==> src/rtl/integer_multiplier_radix.sv <==
// Iterative radix-2^B integer multiplier with per-operand signedness.
// Operands in via valid/ack handshake; product held until consumer acks.
module integer_multiplier_radix #(
    parameter int OPERAND_WIDTH_IN_BITS = 64,
    parameter int PRODUCT_WIDTH_IN_BITS = 128,
    parameter int BITS_PER_CYCLE        = 2
) (
    input  logic                             clk_in,
    input  logic                             reset_in,
    input  logic                             multiplicand_valid_in,
    input  logic                             multiplicand_sign_in,
    input  logic [OPERAND_WIDTH_IN_BITS-1:0] multiplicand_in,
    input  logic                             multiplier_valid_in,
    input  logic                             multiplier_sign_in,
    input  logic [OPERAND_WIDTH_IN_BITS-1:0] multiplier_in,
    output logic                             issue_ack_out,
    output logic                             product_valid_out,
    output logic                             product_sign_out,
    output logic [PRODUCT_WIDTH_IN_BITS-1:0] product_out,
    input  logic                             issue_ack_in,
    output logic                             multiply_exception_out
);

    localparam int W  = OPERAND_WIDTH_IN_BITS;
    localparam int B  = BITS_PER_CYCLE;
    localparam int N  = W / B;
    localparam int SW = $clog2(N + 1);

    localparam logic [SW-1:0]    LAST     = SW'(N - 1);
    localparam logic [SW-1:0]    STEP_ONE = SW'(1);
    localparam logic [2*W-1:0]   ONE_2W   = (2*W)'(1);
    localparam logic [W-1:0]     ONE_W    = W'(1);

    typedef enum logic [1:0] {
        IDLE,
        BUSY,
        DONE
    } state_t;

    state_t state_q;
    state_t state_d;

    logic [W-1:0]   mcand_q;
    logic [2*W-1:0] acc_q;
    logic [SW-1:0]  step_q;
    logic           rsign_q;
    logic           zero_q;

    logic           both_valid;
    logic           one_valid;
    logic           neg_a;
    logic           neg_b;
    logic [W-1:0]   a_mag;
    logic [W-1:0]   b_mag;

    logic [B-1:0]   digit;
    logic [W+B-1:0] pp;
    logic [W+B-1:0] sum;
    logic [2*W-1:0] acc_d;
    logic [2*W-1:0] prod_d;

    assign both_valid = multiplicand_valid_in & multiplier_valid_in;
    assign one_valid  = multiplicand_valid_in ^ multiplier_valid_in;

    // Magnitudes fit W unsigned bits, including the most negative value.
    always_comb begin
        neg_a = multiplicand_sign_in & multiplicand_in[W-1];
        neg_b = multiplier_sign_in & multiplier_in[W-1];
        a_mag = neg_a ? (~multiplicand_in + ONE_W) : multiplicand_in;
        b_mag = neg_b ? (~multiplier_in + ONE_W) : multiplier_in;
    end

    // Shift-right accumulator: upper half gathers partial sums while the
    // low half drains the multiplier B bits at a time.
    always_comb begin
        digit  = acc_q[B-1:0];
        pp     = {{B{1'b0}}, mcand_q} * {{W{1'b0}}, digit};
        sum    = {{B{1'b0}}, acc_q[2*W-1:W]} + pp;
        acc_d  = {sum, acc_q[W-1:B]};
        prod_d = rsign_q ? (~acc_d + ONE_2W) : acc_d;
    end

    always_ff @(posedge clk_in or posedge reset_in) begin
        if (reset_in) begin
            state_q <= IDLE;
        end else begin
            state_q <= state_d;
        end
    end

    always_comb begin
        state_d = state_q;
        unique case (state_q)
            IDLE: begin
                if (both_valid) begin
                    state_d = BUSY;
                end
            end
            BUSY: begin
                if (zero_q || step_q == LAST) begin
                    state_d = DONE;
                end
            end
            DONE: begin
                if (issue_ack_in) begin
                    state_d = IDLE;
                end
            end
            default: state_d = IDLE;
        endcase
    end

    always_ff @(posedge clk_in or posedge reset_in) begin
        if (reset_in) begin
            mcand_q                <= '0;
            acc_q                  <= '0;
            step_q                 <= '0;
            rsign_q                <= 1'b0;
            zero_q                 <= 1'b0;
            issue_ack_out          <= 1'b0;
            multiply_exception_out <= 1'b0;
            product_valid_out      <= 1'b0;
            product_sign_out       <= 1'b0;
            product_out            <= '0;
        end else begin
            issue_ack_out          <= 1'b0;
            multiply_exception_out <= 1'b0;
            unique case (state_q)
                IDLE: begin
                    if (both_valid) begin
                        mcand_q       <= a_mag;
                        acc_q         <= {{W{1'b0}}, b_mag};
                        step_q        <= '0;
                        rsign_q       <= neg_a ^ neg_b;
                        zero_q        <= (a_mag == '0) || (b_mag == '0);
                        issue_ack_out <= 1'b1;
                    end else if (one_valid) begin
                        multiply_exception_out <= 1'b1;
                    end
                end
                BUSY: begin
                    if (zero_q) begin
                        product_valid_out <= 1'b1;
                        product_sign_out  <= 1'b0;
                        product_out       <= '0;
                    end else begin
                        acc_q  <= acc_d;
                        step_q <= step_q + STEP_ONE;
                        if (step_q == LAST) begin
                            product_valid_out <= 1'b1;
                            product_sign_out  <= rsign_q;
                            product_out       <= prod_d;
                        end
                    end
                end
                DONE: begin
                    if (issue_ack_in) begin
                        product_valid_out <= 1'b0;
                        product_sign_out  <= 1'b0;
                        product_out       <= '0;
                    end
                end
                default: ;
            endcase
        end
    end

endmodule

==> config.mk <==
export PLATFORM = sky130hd
export DESIGN_NAME = integer_multiplier_radix
export DESIGN_NICKNAME = d
export VERILOG_FILES = /design/src/rtl/integer_multiplier_radix.sv
export SDC_FILE = /design/constraint.sdc
export NUM_CORES = 1
export LEC_CHECK = 0
export CORE_ASPECT_RATIO = 1.2
export CORE_MARGIN = 2
export CORE_UTILIZATION = 55
export CTS_BUF_LIST = sky130_fd_sc_hd__clkbuf_4
export DETAILED_ROUTE_END_ITERATION = 8
export HOLD_SLACK_MARGIN = 0.06
export PLACE_DENSITY = 0.75
export RECOVER_POWER = 25
export SYNTH_ARGS = -nofsm -noshare
export SYNTH_HDL_FRONTEND = slang
export SYNTH_SLANG_ARGS = --single-unit
==> constraint.sdc <==
create_clock -name clk_in -period 33.6 [get_ports clk_in]
set_input_delay 6.72 -clock clk_in [delete_from_list [all_inputs] [get_ports clk_in]]
set_output_delay 6.72 -clock clk_in [all_outputs]
set_load 0.1 [all_outputs]
## Word-level counts from Yosys, hierarchy flattened

Index checks and enable logic that the tools add are counted.

| storage, ports and cells | value |
|---|---|
| output and inout port bits | 132 |
| input bits | 135 |
| logic and storage cells | 73 |
| register bits after elaboration | 334 |

| operators by class | value |
|---|---|
| muxes and demuxes | 29 |
| add/subtract/negate cells | 5 |
| bitwise logic cells | 8 |
| multipliers | 1 |
| eq/ne operators | 8 |
| reduce and logical (&&, ||, !) cells | 11 |

Operators by type and width:

| kind | number |
|---|---|
| 2-to-1 mux 128 bit | 6 |
| one-hot mux 128 bit (2 select lines) | 2 |
| adder 128 x 1 -> 128 bit (second input constant) | 1 |
| adder 64 x 1 -> 64 bit (second input constant) | 2 |
| logical NOT 64 bit | 2 |
| 2-to-1 mux 64 bit | 2 |
| NOT 128 bit | 1 |
| NOT 64 bit | 2 |
| adder 64 x 66 -> 66 bit | 1 |
| multiplier 64 x 2 -> 66 bit | 1 |
| 2-to-1 mux 6 bit | 2 |
| one-hot mux 6 bit (2 select lines) | 1 |
| 2-to-1 mux 1 bit | 10 |
| AND reduction 3 bit | 3 |
| inequality test 2 bit (second input constant) | 4 |
| adder 6 x 1 -> 6 bit (second input constant) | 1 |
| == test 6 x 5 -> 1 bit (second input constant) | 1 |
| 2-to-1 mux 2 bit | 3 |
| one-hot mux 2 bit (3 select lines) | 1 |
| one-hot mux 1 bit (2 select lines) | 2 |
| nonzero test 2 bit | 2 |
| bitwise AND 1 bit | 3 |
| inequality test 3 bit (second input constant) | 1 |
| == test 2 x 1 -> 1 bit (second input constant) | 1 |
| other kinds (5) | 7 |

## Depth between registers and ports, before layout

| depth | value |
|---|---|
| word-level depth | 8 |
| gate-level depth with buffers | 20 |
| depth with buffers taken out | 17 |

## Worst setup path after synthesis

Ideal clock, no wire load.

| path | value |
|---|---|
| path type | input port to flip-flop |
| start | in multiplicand_in[10] |
| end | reg zero_q |
| slack | 23.415 ns |
| stages on the path | 12 |
| data required time | 33.534 ns |
| arrival | 10.120 ns |
| buffers on the path | 1 |
| setup time | 0.066 ns |
| cells stage by stage | clkbuf_1 > or4_1 > nor4_2 > nand2_1 > nor4_1 > nand2_1 > o31ai_1 > xor2_1 > nand4_1 > or4_1 > o41ai_1 > a31o_1 |

| between the ends | value |
|---|---|
| word-level cells in the longest chain between the ends | 5 |

RTL lines:

| what | line | RTL |
|---|---|---|
| from (decl) | 12 | `input logic [OPERAND_WIDTH_IN_BITS-1:0] multiplicand_in,` |
| NOT 64 bit | 69 | `a_mag = neg_a ? (~multiplicand_in + ONE_W) : multiplicand_in;` |
| adder 64 x 1 -> 64 bit | 69 |  |
| 2-to-1 mux 64 bit (*) | 69 |  |
| logical NOT 64 bit (*) | 135 | `zero_q <= (a_mag == '0) \|\| (b_mag == '0);` |
| logical OR 1 bit (*) | 135 |  |
| to (signal assigned) | 135 |  |
| to (decl) | 47 | `logic zero_q;` |

Every way passes the cells marked *; elsewhere a longest branch is shown, timed or not.
A chain may end at the register's enable or synchronous reset.

==> reports/metrics.csv <==
stage,metric,value,unit
sta,Clock Skews,77.8,ps
clock_tree,CTS root buf,clkbuf_4,
min_path,Hold Path End,product_out[15],
place,HPWL after detailed placement,64100,µm
worst_setup_path,startpoint types,input pin,
logic_synthesis,Synth Instances,3355,
global_route,first-pass GRT wire length,133000,µm
clock_tree,CTS tree,done,
place,Placement Setup Slack,21810,ps
global_route,global route total overflow,0,
clock_tree,post_cts resized,0,
logic_synthesis,largest cells by area after synthesis,"dfrtp_1 (32%), nand2_1 (9.1%), o21ai_0 (7.4%), xor2_1 (5.9%), fa_1 (4.8%)",
logic_synthesis,Synthesized Nets,3624,
worst_setup_path,reg2reg end,product_out[127],
run,maxcap violations,5,
logic_synthesis,commonest cells in the synthesized netlist,"nand2_1 (639), o21ai_0 (392), dfrtp_1 (334), inv_1 (201), xor2_1 (178)",
die,number of core rows,88,
sta,FMAX,77.2,MHz
worst_setup_path,CP required,33390,ps
sta,Rel. slew slack,-212,%
pwr,Tot Pwr,2.66,mW
die,Die W,204,µm
cells_and_area,share of layout cells above drive strength 1,6.46,%
logic_synthesis,Syn Std Cell Area,26400,µm²
logic_synthesis,mean post-synth cell area,7.88,µm²
worst_setup_path,CP cell instances,dlygate4sd3_1 > clkinvlp_2 > clkbuf_1,
pwr,Static Leak,13.0,nW
logic_synthesis,largest family of logic cells by synthesized area,simple AND/OR/NAND/NOR gates,
worst_setup_path,worst-path fanout max,107,
detailed_routing,Residual DRC,0,
detailed_routing,Top Metal Used,met4,
clock_tree,Worst-Skew Late Latency,840,ps
sta,Final WS setup,20650,ps
sta,Tmin final,12950,ps
clock_tree,Clock Path Buffers,3,
global_route,vias in the first global route,24700,
sta,setup_tns,0,ps
sta,RSZ-0062 raised after global routing,no,
min_path,Worst Min Path Start,product_out[15],
logic_synthesis,Simple-Gate Fraction of Synth Area,22.3,%
outcome,status,finished with violations,
die,Die Ht,244,µm
sta,final worst-path cycle share,38.6,%
logic_synthesis,post-synthesis compound-gate area fraction,21.7,%
sta,Slew @ Worst Pin,4660,ps
worst_setup_path,r2r setup slk,26540,ps
logic_synthesis,"share of synthesized cell area in full adder, half adder and majority cells",8.16,%
detailed_routing,Post-DRT Antenna Nets,0,
sta,max-slew violation count,372,
detailed_routing,M1 wire length,35400,µm
cells_and_area,Area Growth Syn to Fin,15.2,%
detailed_routing,Vias,25500,
detailed_routing,DR vias/cell,6.02,
clock_tree,CTS buffer count,91,
detailed_routing,DRT iter0 DRCs,1897,
global_route,largest net degree at the start of global routing,160,
detailed_routing,met2 routed WL,40200,µm
die,Core Area,47800,µm²
clock_tree,CTS Hold Bufs,0,
worst_setup_path,CP endpoint kind,async pin,
logic_synthesis,"Async S/R FF share, synth",100,%
logic_synthesis,"EDFF count, synth",0,
global_route,antenna violations before repair,1,
detailed_routing,overall routed net length,84700,µm
worst_setup_path,Critical Path Slowest Stage Cell,clkbuf_1,
pwr,maximum vdd drop,0.0469,mV
logic_synthesis,Ys Warns,0,
logic_synthesis,sequential fraction of the synthesis area,31.6,%
worst_setup_path,Setup CP Type,input pin to async pin,
cells_and_area,final-stage net count,3815,
logic_synthesis,XOR/XNOR Fraction of Synth Area,9.57,%
logic_synthesis,Synth top area share,31.6,%
sta,Final setup viols,0,
logic_synthesis,#FFs+latches synth,334,
die,Ports,267,
global_route,gr usage total,33.6,%
logic_synthesis,largest area contributor in the netlist,dfrtp_1,
place,port buffer count,266,
min_path,Hold Crit Class,flop to flop,
logic_synthesis,"Distinct cells, synth",101,
outcome,violated checks,"max-capacitance violations, max-slew violations",
clock_tree,CTS sink cnt,334,
worst_setup_path,"Largest stage delay, worst path",2820,ps
place,GPL Wtd Cong,1.01,
detailed_routing,Pre-antenna DRT Iters,5,
die,Die Area,49900,µm²
pwr,PD cells,87.2,nW/µm²
worst_setup_path,path depth of the worst reg2reg path,16,
die,Initial Util,55.3,%
clock_tree,clock slew at reported path FFs,70,ps
worst_setup_path,worst r2r src,acc_q[0],
min_path,WHS Path Cells,2,
logic_synthesis,ys flop type,dfrtp_1,
sta,"Hold Violations, Final",0,
detailed_routing,wire length on met3,5690,µm
logic_synthesis,post-synthesis mux area share,0.965,%
clock_tree,post-CTS setup buffer count,0,
worst_setup_path,crit path DAT,12740,ps
clock_tree,H-Tree Depth,3,
detailed_routing,WL/cell,20.0,µm
logic_synthesis,most common cell in the netlist,nand2_1,
-- flip-flops by register name, indices dropped and copies added, names as in the netlist --
name,cells
product_valid_out,1
issue_ack_out,1
rsign_q,1
product_out,128
multiply_exception_out,1
product_sign_out,1
mcand_q,64
acc_q,128
zero_q,1
state_q,2
step_q,6
-- per-layer routing --
layer | vias up | track usage, %
met1 | 12300 | 43.6
met3 | 204 | 4.53
met2 | 942 | 56.2
met4 | 0 | 14.4
met5 | - | 0
li1 | 12100 | -
-- placed cells by master (no fill, tap or decap), types with 9 or more instances in the layout --
master | Yosys | final
nand2_1 | 639 | 639
o21ai_0 | 392 | 407
dfrtp_1 | 334 | 331
clkdlybuf4s50_1 | 0 | 263
inv_1 | 201 | 201
xor2_1 | 178 | 178
nor2_1 | 177 | 175
a21oi_1 | 162 | 162
clkbuf_4 | 0 | 132
xnor2_1 | 109 | 109
nor3_1 | 70 | 70
ha_1 | 70 | 70
fa_1 | 64 | 64
o31ai_1 | 58 | 58
a22o_1 | 54 | 54
or3_1 | 51 | 50
o21ai_1 | 62 | 47
nand4_1 | 44 | 44
nand3_1 | 43 | 43
nor4_1 | 34 | 34
and2_1 | 31 | 30
a31oi_1 | 29 | 29
or4_1 | 29 | 29
mux2i_1 | 21 | 21
o41ai_1 | 21 | 20
nand2b_1 | 19 | 18
nor2b_1 | 19 | 18
a21o_1 | 17 | 17
buf_4 | 2 | 17
o21a_1 | 16 | 16
o211ai_1 | 14 | 14
or2_2 | 14 | 14
clkinv_1 | 0 | 13
a211oi_1 | 12 | 12
and3_1 | 11 | 11
nor3b_1 | 10 | 10
and4_1 | 10 | 10
o32ai_1 | 9 | 9
-- kinds of logic after synthesis --
logic type	after synthesis
AND/OR/NAND/NOR	1248
AO/OA/AOI/OAI	936
buffers and inverters	390
flip-flops	334
XOR/XNOR	288
adder cells (fa/ha/maj)	134
multiplexers	25
-- worst max-delay path: cells and delay by family --
kind,cells,cell delay [ps]
buffers and inverters,3,5950
-- worst max path at each step --
stage | startpoint | end | slack, ps | depth (start not counted)
floorplan | reset_in | acc_q[0] | 17630 | 1
global placement | multiplicand_in[11] | zero_q | 21340 | 14
detailed placement | multiplicand_in[10] | zero_q | 21810 | 14
CTS | multiplicand_in[10] | zero_q | 22690 | 14
global route | reset_in | acc_q[0] | 19170 | 3
finish | reset_in | acc_q[1] | 20650 | 3
-- where the power goes --
part,leakage (nW),internal (mW),total (mW),switching [mW]
registers,4.40,0.511,0.633,0.122
clock network,0.677,0.188,0.369,0.182
logic,7.96,0.558,1.65,1.10
-- cell type report --
cell class              count  area (µm²)
fillers                  4283       17300
well taps                 630         788
inverters                 202         759
flip-flops and latches    334        8360
clock buffers             132         991
repair buffers            286        2820
diodes                      1        2.50
clock inverters            23         139
multi-input cells        2631       16600
-- per-stage QoR --
| stage | cell area (µm²) | hold WS (ps) | instances | utilization (%) |
|---|---|---|---|---|
| after floorplan | 26400 | 450 | 3355 | - |
| after global placement | 29400 | 463 | 4083 | 61.4 |
| after detailed placement | 29400 | 471 | 4083 | 61.5 |
| after CTS | 30500 | 485 | 4238 | 63.8 |
| after global routing | 30500 | 503 | 4239 | 63.8 |
| final | 30500 | 477 | 4239 | 63.8 |
Note: power is estimated with default switching activity, not from simulation.
